<file path="src/rtl/alu_pkg.sv">
// ----------------------------------------------------------------------------
// alu_pkg
// Shared definitions for the ALU arbiter slice: default datapath widths, the
// ALU control codes understood by the shared ALU, and the arbiter FSM state
// encoding.
// ----------------------------------------------------------------------------
package alu_pkg;

  // Default datapath widths
  localparam int WIDTH  = 32;
  localparam int CTRL_W = 4;

  // ALU control codes. Any code not listed makes the ALU produce 0.
  // ALU_NOP is what the arbiter drives while no operation is in flight.
  localparam logic [3:0] ALU_ADD = 4'b0000;
  localparam logic [3:0] ALU_SUB = 4'b0001;
  localparam logic [3:0] ALU_AND = 4'b0010;
  localparam logic [3:0] ALU_OR  = 4'b0011;
  localparam logic [3:0] ALU_SLT = 4'b0100;
  localparam logic [3:0] ALU_NOP = 4'b1111;

  // Arbiter FSM state encoding
  localparam logic [1:0] ST_IDLE = 2'd0;
  localparam logic [1:0] ST_EXEC = 2'd1;
  localparam logic [1:0] ST_RESP = 2'd2;

endpackage : alu_pkg

</file>
<file path="src/rtl/alu_arb_grant.sv">
// ----------------------------------------------------------------------------
// alu_arb_grant
// Two-way grant logic for the ALU arbiter. Produces a one-hot grant among the
// requesters whose valid is high; grant is all-zero when nobody is valid.
//
// Ports:
//   valid0_i    - requester 0 has a request pending
//   valid1_i    - requester 1 has a request pending
//   lastGrant_i - requester granted on the most recent accept (0 or 1)
//   grant_o     - one-hot grant, bit N set means requester N wins
//
// Configuration macro: ALU_ARB_RR_EN
//   defined   - round-robin: on a tie, the requester not in lastGrant_i wins
//   undefined - fixed priority: requester 0 always wins a tie, lastGrant_i
//               is ignored
// ----------------------------------------------------------------------------
module alu_arb_grant (
  input  logic       valid0_i,
  input  logic       valid1_i,
  input  logic       lastGrant_i,
  output logic [1:0] grant_o
);

  import alu_pkg::*;

`ifndef ALU_ARB_RR_EN
  // Fixed priority has no use for the grant history.
  logic unusedLastGrant;
  assign unusedLastGrant = lastGrant_i;
`endif

  // Tie resolution is the only place the two arbitration policies differ.
  always_comb begin
    grant_o = 2'b00;
    if (valid0_i && valid1_i) begin
`ifdef ALU_ARB_RR_EN
      grant_o = lastGrant_i ? 2'b01 : 2'b10;
`else
      grant_o = 2'b01;
`endif
    end else if (valid0_i) begin
      grant_o = 2'b01;
    end else if (valid1_i) begin
      grant_o = 2'b10;
    end
  end

endmodule : alu_arb_grant

</file>
<file path="src/rtl/alu_arbiter.sv">
// ----------------------------------------------------------------------------
// alu_arbiter
// Arbiter and sequencer for the single shared combinational ALU. Two
// requesters (execute stage and address generation) present operands plus an
// ALU control code over valid/ready. One request is granted at a time, its
// operands are registered and driven into the ALU for one cycle, the ALU
// result is captured and then returned to the owning requester, held until
// that requester takes it.
//
// Sequence: IDLE --accept--> EXEC --capture--> RESP --rsp handshake--> IDLE
//
// Ports:
//   clk, rst_n                 - clock, asynchronous active-low reset
//   Req0Valid/Req1Valid        - request present
//   Req0Ready/Req1Ready        - request accepted (IDLE and granted only)
//   Req0A/B, Req1A/B           - operands
//   Req0Ctrl/Req1Ctrl          - ALU control code, passed through unmodified
//   Rsp0Valid/Rsp1Valid        - result available for that requester
//   Rsp0Ready/Rsp1Ready        - requester takes the result
//   RspResult                  - captured result, shared by both responses
//   AluA/AluB/AluCtrl          - to the ALU; zeros and ALU_NOP outside EXEC
//   AluResult                  - from the ALU
//   Busy                       - high in any state other than IDLE
//
// Configuration macro: ALU_ARB_RR_EN (round-robin tie breaking when defined,
// fixed priority to requester 0 when undefined).
// ----------------------------------------------------------------------------
module alu_arbiter #(
  parameter int WIDTH  = alu_pkg::WIDTH,
  parameter int CTRL_W = alu_pkg::CTRL_W
) (
  input  logic              clk,
  input  logic              rst_n,
  input  logic              Req0Valid,
  output logic              Req0Ready,
  input  logic [WIDTH-1:0]  Req0A,
  input  logic [WIDTH-1:0]  Req0B,
  input  logic [CTRL_W-1:0] Req0Ctrl,
  input  logic              Req1Valid,
  output logic              Req1Ready,
  input  logic [WIDTH-1:0]  Req1A,
  input  logic [WIDTH-1:0]  Req1B,
  input  logic [CTRL_W-1:0] Req1Ctrl,
  output logic              Rsp0Valid,
  input  logic              Rsp0Ready,
  output logic              Rsp1Valid,
  input  logic              Rsp1Ready,
  output logic [WIDTH-1:0]  RspResult,
  output logic [WIDTH-1:0]  AluA,
  output logic [WIDTH-1:0]  AluB,
  output logic [CTRL_W-1:0] AluCtrl,
  input  logic [WIDTH-1:0]  AluResult,
  output logic              Busy
);

  import alu_pkg::*;

  localparam logic [CTRL_W-1:0] CTRL_IDLE = CTRL_W'(ALU_NOP);

  logic [1:0]        state_q,  state_d;
  logic              owner_q,  owner_d;
  logic [WIDTH-1:0]  opA_q,    opA_d;
  logic [WIDTH-1:0]  opB_q,    opB_d;
  logic [CTRL_W-1:0] ctrl_q,   ctrl_d;
  logic [WIDTH-1:0]  result_q, result_d;

  logic [1:0] grant;
  logic       lastGrant;
  logic       inIdle;
  logic       accept;
  logic       rspFire;

  assign inIdle = (state_q == ST_IDLE);

`ifdef ALU_ARB_RR_EN
  // Grant history for round-robin; starts at 1 so requester 0 wins the
  // first tie after reset.
  logic lastGrant_q, lastGrant_d;

  always_comb begin
    lastGrant_d = lastGrant_q;
    if (accept) begin
      lastGrant_d = grant[1];
    end
  end

  always_ff @(posedge clk or negedge rst_n) begin
    if (!rst_n) begin
      lastGrant_q <= 1'b1;
    end else begin
      lastGrant_q <= lastGrant_d;
    end
  end

  assign lastGrant = lastGrant_q;
`else
  assign lastGrant = 1'b1;
`endif

  alu_arb_grant u_grant (
    .valid0_i    (Req0Valid),
    .valid1_i    (Req1Valid),
    .lastGrant_i (lastGrant),
    .grant_o     (grant)
  );

  // Grant already implies the matching valid, so ready never asserts for an
  // absent request. Gating with rst_n keeps ready low while reset is held.
  assign Req0Ready = rst_n && inIdle && grant[0];
  assign Req1Ready = rst_n && inIdle && grant[1];
  assign accept    = inIdle && (grant != 2'b00);

  assign Rsp0Valid = (state_q == ST_RESP) && !owner_q;
  assign Rsp1Valid = (state_q == ST_RESP) &&  owner_q;
  assign rspFire   = (Rsp0Valid && Rsp0Ready) || (Rsp1Valid && Rsp1Ready);
  assign RspResult = result_q;
  assign Busy      = !inIdle;

  // The ALU only sees real operands during EXEC; otherwise it is parked on
  // zeros with the idle code so it produces 0.
  always_comb begin
    AluA    = '0;
    AluB    = '0;
    AluCtrl = CTRL_IDLE;
    if (state_q == ST_EXEC) begin
      AluA    = opA_q;
      AluB    = opB_q;
      AluCtrl = ctrl_q;
    end
  end

  // Next-state logic: latch the granted request on accept, capture the ALU
  // output at the end of EXEC, and hold everything in RESP until the owner
  // takes the result.
  always_comb begin
    state_d  = state_q;
    owner_d  = owner_q;
    opA_d    = opA_q;
    opB_d    = opB_q;
    ctrl_d   = ctrl_q;
    result_d = result_q;
    case (state_q)
      ST_IDLE: begin
        if (accept) begin
          owner_d = grant[1];
          opA_d   = grant[1] ? Req1A    : Req0A;
          opB_d   = grant[1] ? Req1B    : Req0B;
          ctrl_d  = grant[1] ? Req1Ctrl : Req0Ctrl;
          state_d = ST_EXEC;
        end
      end
      ST_EXEC: begin
        result_d = AluResult;
        state_d  = ST_RESP;
      end
      ST_RESP: begin
        if (rspFire) begin
          state_d = ST_IDLE;
        end
      end
      default: begin
        state_d = ST_IDLE;
      end
    endcase
  end

  always_ff @(posedge clk or negedge rst_n) begin
    if (!rst_n) begin
      state_q  <= ST_IDLE;
      owner_q  <= 1'b0;
      opA_q    <= '0;
      opB_q    <= '0;
      ctrl_q   <= '0;
      result_q <= '0;
    end else begin
      state_q  <= state_d;
      owner_q  <= owner_d;
      opA_q    <= opA_d;
      opB_q    <= opB_d;
      ctrl_q   <= ctrl_d;
      result_q <= result_d;
    end
  end

endmodule : alu_arbiter

</file>
<file path="config.mk">
export PLATFORM = sky130hd
export DESIGN_NAME = alu_arbiter
export DESIGN_NICKNAME = d
export VERILOG_FILES = /design/src/rtl/alu_pkg.sv /design/src/rtl/alu_arb_grant.sv /design/src/rtl/alu_arbiter.sv
export SDC_FILE = /design/constraint.sdc
export NUM_CORES = 1
export LEC_CHECK = 0
export CORE_MARGIN = 4
export CORE_UTILIZATION = 41
export CTS_BUF_LIST = sky130_fd_sc_hd__clkbuf_8
export DETAILED_ROUTE_END_ITERATION = 8
export GPL_TIMING_DRIVEN = 0
export MAX_ROUTING_LAYER = met4
export PLACE_DENSITY = 0.84
export REMOVE_ABC_BUFFERS = 1
export SLEW_MARGIN = 20
export SYNTH_ARGS = -nofsm -noshare
export SYNTH_HDL_FRONTEND = slang
export SYNTH_SLANG_ARGS = --single-unit
</file>
<file path="constraint.sdc">
create_clock -name clk -period 2.2 [get_ports clk]
set_input_delay 0.33 -clock clk [delete_from_list [all_inputs] [get_ports clk]]
set_output_delay 0.33 -clock clk [all_outputs]
set_load 0.01 [all_outputs]
</file>
# Word level (Yosys, flattened, before mapping)
# Index checks and enable logic that the tools add are counted.
totals:
  reg_bits: 103
  latch_bits: 0
  ram_bits: 0
  mem_bits_ro: 0
  in_bits: 174
  output_inout_bits: 105
  elab_cells: 38
  mem_count: 0
op_classes:
  add_sub_neg: 0
  multipliers: 0
  n_div: 0
  magnitude_cmp: 0
  eq_ne: 4
  shift: 0
  mux: 12
  bitwise_logic: 0
  n_reduce_logical: 16
op_table:
  columns: ["cell", "count"]
  rows:
  - ["two-way mux 32 bit", 4]
  - ["two-way mux 2 bit", 5]
  - ["logical AND 1 bit", 9]
  - ["two-way mux 4 bit", 2]
  - ["case mux 2 bit (3 select lines)", 1]
  - ["AND reduction 2 bit", 2]
  - ["== test 2 x 1 -> 1 bit, second input constant", 1]
  - ["== test 2 bit, second input constant", 1]
  - ["zero test 1 bit", 2]
  - ["zero test 2 bit", 1]
  - ["inequality test 2 x 1 -> 1 bit, second input constant", 1]
  - ["inequality test 2 bit, second input constant", 1]
  - ["nonzero test 2 bit", 1]
  - ["logical OR 1 bit", 1]

# Longest topological paths before layout
depth:
  depth_word: 7
  ltp_mapped: 6
  depth_no_buf: 3

# By module
# Synthesis repeated with hierarchy kept, for this count alone.
hier_totals:
  hier_cells: 383
  area_unflattened_um2: 5173.7
by_module_without_submodules:
  columns: ["mod", "n_inst", "cells_per_inst", "area_each_um2", "seq_area_each_um2"]
  rows:
  - ["alu_arbiter", 1, 381, 5163.7, 2577.5]
  - ["alu_arb_grant", 1, 2, 10.0, 0.0]

# Least setup slack after synthesis
# Ideal clock, no wire load.
synth_timing:
  path_type: "register to register"
  from: "register state_q[1]"
  to: "register opA_q[0]"
  setup_time_ns: 0.125
  t_arrival_ns: 1.431
  required_time_ns: 2.075
  slack_ns: 0.644
  stages_incl_launch_ff: 7
  path_buffers: 3
  period_less_slack_ns: 1.556
  cell_sequence: "dfrtp_1 -> nor2_2 -> o21a_1 -> buf_2 -> buf_4 -> buf_6 -> mux2_2"
synth_between:
  elab_chain_cells: 3
synth_rtl:
  columns: ["element", "line", "text"]
  rows:
  - ["start: declaration", "alu_arbiter.sv:60", "logic [1:0] state_q, state_d;"]
  - ["start signal: assignment", "alu_arbiter.sv:176", "state_q <= state_d;"]
  - ["zero test 2 bit *", "alu_arbiter.sv:73, alu_arbiter.sv:142", null]
  - ["logical AND 1 bit", "alu_arbiter.sv:111", "assign accept = inIdle && (grant != 2'b00);"]
  - ["AND reduction 2 bit (no line) *", null, null]
  - ["end signal: assignment", "alu_arbiter.sv:178", "opA_q <= opA_d;"]
  - ["end: declaration", "alu_arbiter.sv:62", "logic [WIDTH-1:0] opA_q, opA_d;"]
# Mark *: on every way between the ends. The rest lies on a longest branch, timed or not.
# A chain may end at the register's enable or synchronous reset.

# Worst setup path after layout
layout_timing:
  from: "register state_q[1]"
  to: "output AluA[3]"
layout_between:
  elab_chain_cells: 2
layout_rtl:
  columns: ["element", "line", "text"]
  rows:
  - ["== test 2 x 1 -> 1 bit", "alu_arbiter.sv:125", "if (state_q == ST_EXEC) begin"]
  - ["two-way mux 32 bit", "alu_arbiter.sv:125", null]
  - ["end: declaration", "alu_arbiter.sv:49", "output logic [WIDTH-1:0] AluA,"]
# Every way passes these cells.

==> results.md <==
- Status: finished clean
- Async S/R FF share, synth: 1.00
- Starting DRT DRC Count: 93
- Final hold vios: 0
- Starting density of the core: 0.425
- Period Utilization, post-route: 0.961
- Die X: 120 µm
- Hold EP: opB_q[26]$_DFFE_PN0P_
- Worst-Skew Late Latency: ~360 ps
- Vias in the first global route: 4625
- Pre-CTS setup slack: -275 ps
- Count leader, synth: mux2_2
- Cell Pwr Density: around 1100 nW/µm²
- Max Slew Vio Count: 0
- First-pass GRT wire length: 24000 µm
- LEAKAGE: 0.00391 µW
- VDD IR max: 0.696 mV
- Antenna violations before repair: 0
- Clock skew: 12.1 ps
- Final setup margin: about 85 ps
- Row Count: 40
- Number of synthesized register bits: 103
- Gpl congestion: 0.796
- Post-DP HPWL: 11400 µm
- Die footprint: about 14000 µm²
- Mapped cell area: 5170 µm²
- CTS root buffer: clkbuf_8
- Maximum clock insertion buffer count: 2
- H-Tree Depth: 3
- IO Pins: around 280
- Clk sinks: between 100 and 150
- Routed Antenna Nets: 0
- Core area: 12200 µm²
- Largest area contributor in the netlist: dfrtp_1
- Synth area leaders: dfrtp_1 (50%), mux2_2 (35%), and2_1 (7.7%)
- Pre-Repair DR Iteration Count: 6
- Largest net degree at the start of global routing: 53
- Hold path start: opB_q[26]$_DFFE_PN0P_
- Mean post-synth cell area: ~14 µm²
- Total Routing Usage GR: 0.218
- FF-to-FF path depth: 6
- Reg2reg setup slack: 150 ps
- Max-Cap Viols: 0
- Top post-synthesis cells by count: mux2_2 (160), dfrtp_1 (103), and2_1 (64)
- Synth top area share: 0.498
- Critical path arrival: 1790 ps
- Crit Path Max Fanout: 22
- R2R Path Start: state_q[1]$_DFFE_PN0P_
- Worst Max-Slew Pin Slew: 308 ps
- Port buffer count: 278
- Mapped Cells: 381
- Worst path required time: 1870 ps
- WL/cell: 18.7 µm
- Power consumption: 9600 µW
- Rel. slew slack: 0.795
- Hold Crit Depth: 1
- Fillers: 859
- Share of layout cells above drive strength 1: 0.313
- Synth Flop Type: dfrtp_1
- Final wirelength: 15700 µm
- Unrepaired setup endpoints after global routing: false
- Reg2reg end: opA_q[18]$_DFFE_PN0P_
- Distinct cell type count after synthesis: 17
- Synth warn: 0
- Min-Delay Path Class: flip-flop to flip-flop
- Sequential area share after synthesis: 0.498
- CP endpoint kind: output pin
- WS Path Type: flip-flop to output pin
- Die Y: 120 µm
- CP Launch Type: flip-flop
- Layout area overhead: 65.4%
- Setup Viol. Count Final: 0
- Final min period: about 2100 ps
- Routed vias: ~4000
- Post-synth EDFFs: 0
- Drt drc: 0
- Grt total ovfl: 0
- Max frequency: 473 MHz
- CTS clk-pin slew, worst paths: ~90 ps
- Setup_tns: 0 ps
- DR vias/cell: 4.82
- Inserted Clock Buffers: 9
- Total Nets Final: 841
- TritonCTS clock tree: built
-- metal layers --
metal | wire length [µm] | share of wire | track usage
met1 | 6050 | 0.38 | 0.241
met2 | 7900 | 0.50 | 0.373
met3 | 1350 | 0.086 | 0.0678
met4 | 422 | 0.027 | 0.0800
met5 | 0 | 0 | -
-- logic make-up (layout without fill, tap and decap cells) --
family | Yosys count | in the layout | share of synthesized area
other cells | 0 | 1 | 0
compound gates | 4 | 4 | 0.00484
mux | 169 | 169 | 0.375
buf+inv | 29 | 316 | 0.0312
flops | 103 | 103 | 0.498
simple gates | 76 | 78 | 0.0910
-- metrics by stage --
step	cell area [µm²]	cells	hold slack [ps]	util
after global placement	8010	800	480	0.659
after global routing	8550	838	522	0.703
after floorplan	5020	354	34.4	-
final	8550	839	502	0.703
after detailed placement	8170	806	314	0.672
after CTS	8440	833	507	0.694
-- worst max-delay path by stage --
stage	startpoint	cells after the start	slack (ps)	to
after floorplan	Req0Valid	3	-2270	ctrl_q[0]$_DFFE_PN0P_
after global placement	Req1Valid	4	-4210	Req1Ready
after detailed placement	Req1Valid	4	-270	Req1Ready
after CTS	state_q[1]$_DFFE_PN0P_	5	-110	AluA[24]
after global routing	state_q[1]$_DFFE_PN0P_	5	5	AluB[30]
final	state_q[1]$_DFFE_PN0P_	5	80	AluA[3]
-- registers in the layout, indices dropped and copies added, names as in the netlist --
signal / cells
ctrl_q: 4
opA_q: 32
RspResult: 32
owner_q: 1
state_q: 2
opB_q: 32
-- cell type report --
class                      instances  area, µm²  share of cell area
inverter                           2       7.51            0.000878
timing repair buffer             300       3100               0.363
tap                              168        210              0.0246
clock inverter                     3       12.5             0.00146
clock buffer                      11        151              0.0177
multi-input combinational        251       2490               0.291
sequential                       103       2580               0.302
antenna                            1       2.50            0.000293
-- critical path, stage by stage (launching register included) --
cell and delay (ps):
dfrtp_2 430, nor2b_4 130, buf_12 150, bufbuf_16 300
and2_1 120, dlygate4sd2_1 280
-- cells in the final DEF (no fill, tap or decap), types with 5 or more instances in the layout --
| cell type | count |
|---|---|
| and2_1 | 64 |
| nand2b_1 | 5 |
| clkbuf_8 | 11 |
| mux2_2 | 160 |
| dfrtp_1 | 102 |
| clkdlybuf4s50_1 | 206 |
| dlymetal6s2s_1 | 16 |
| buf_4 | 11 |
| mux2_4 | 9 |
| dlygate4sd2_1 | 51 |
-- what timing repair did --
item / in CTS / in global routing
endpoints found under the setup margin: 69 / 16
resized for setup: 59 / 21
pin swaps: 1 / 1
buffers inserted: 8 / 4
endpoints found under the hold margin: 51 / 0
hold buffers: 2 / 0
cloned: 3 / 1
-- where the power goes --
part | switching (µW) | internal (µW) | leakage (µW)
Combinational | 2040 | 3150 | 0.00261
Clock | 597 | 452 | 0.0000937
Sequential | 473 | 2880 | 0.00121
Total | 3110 | 6480 | 0.00391
Power figures use the tool's default switching activity.
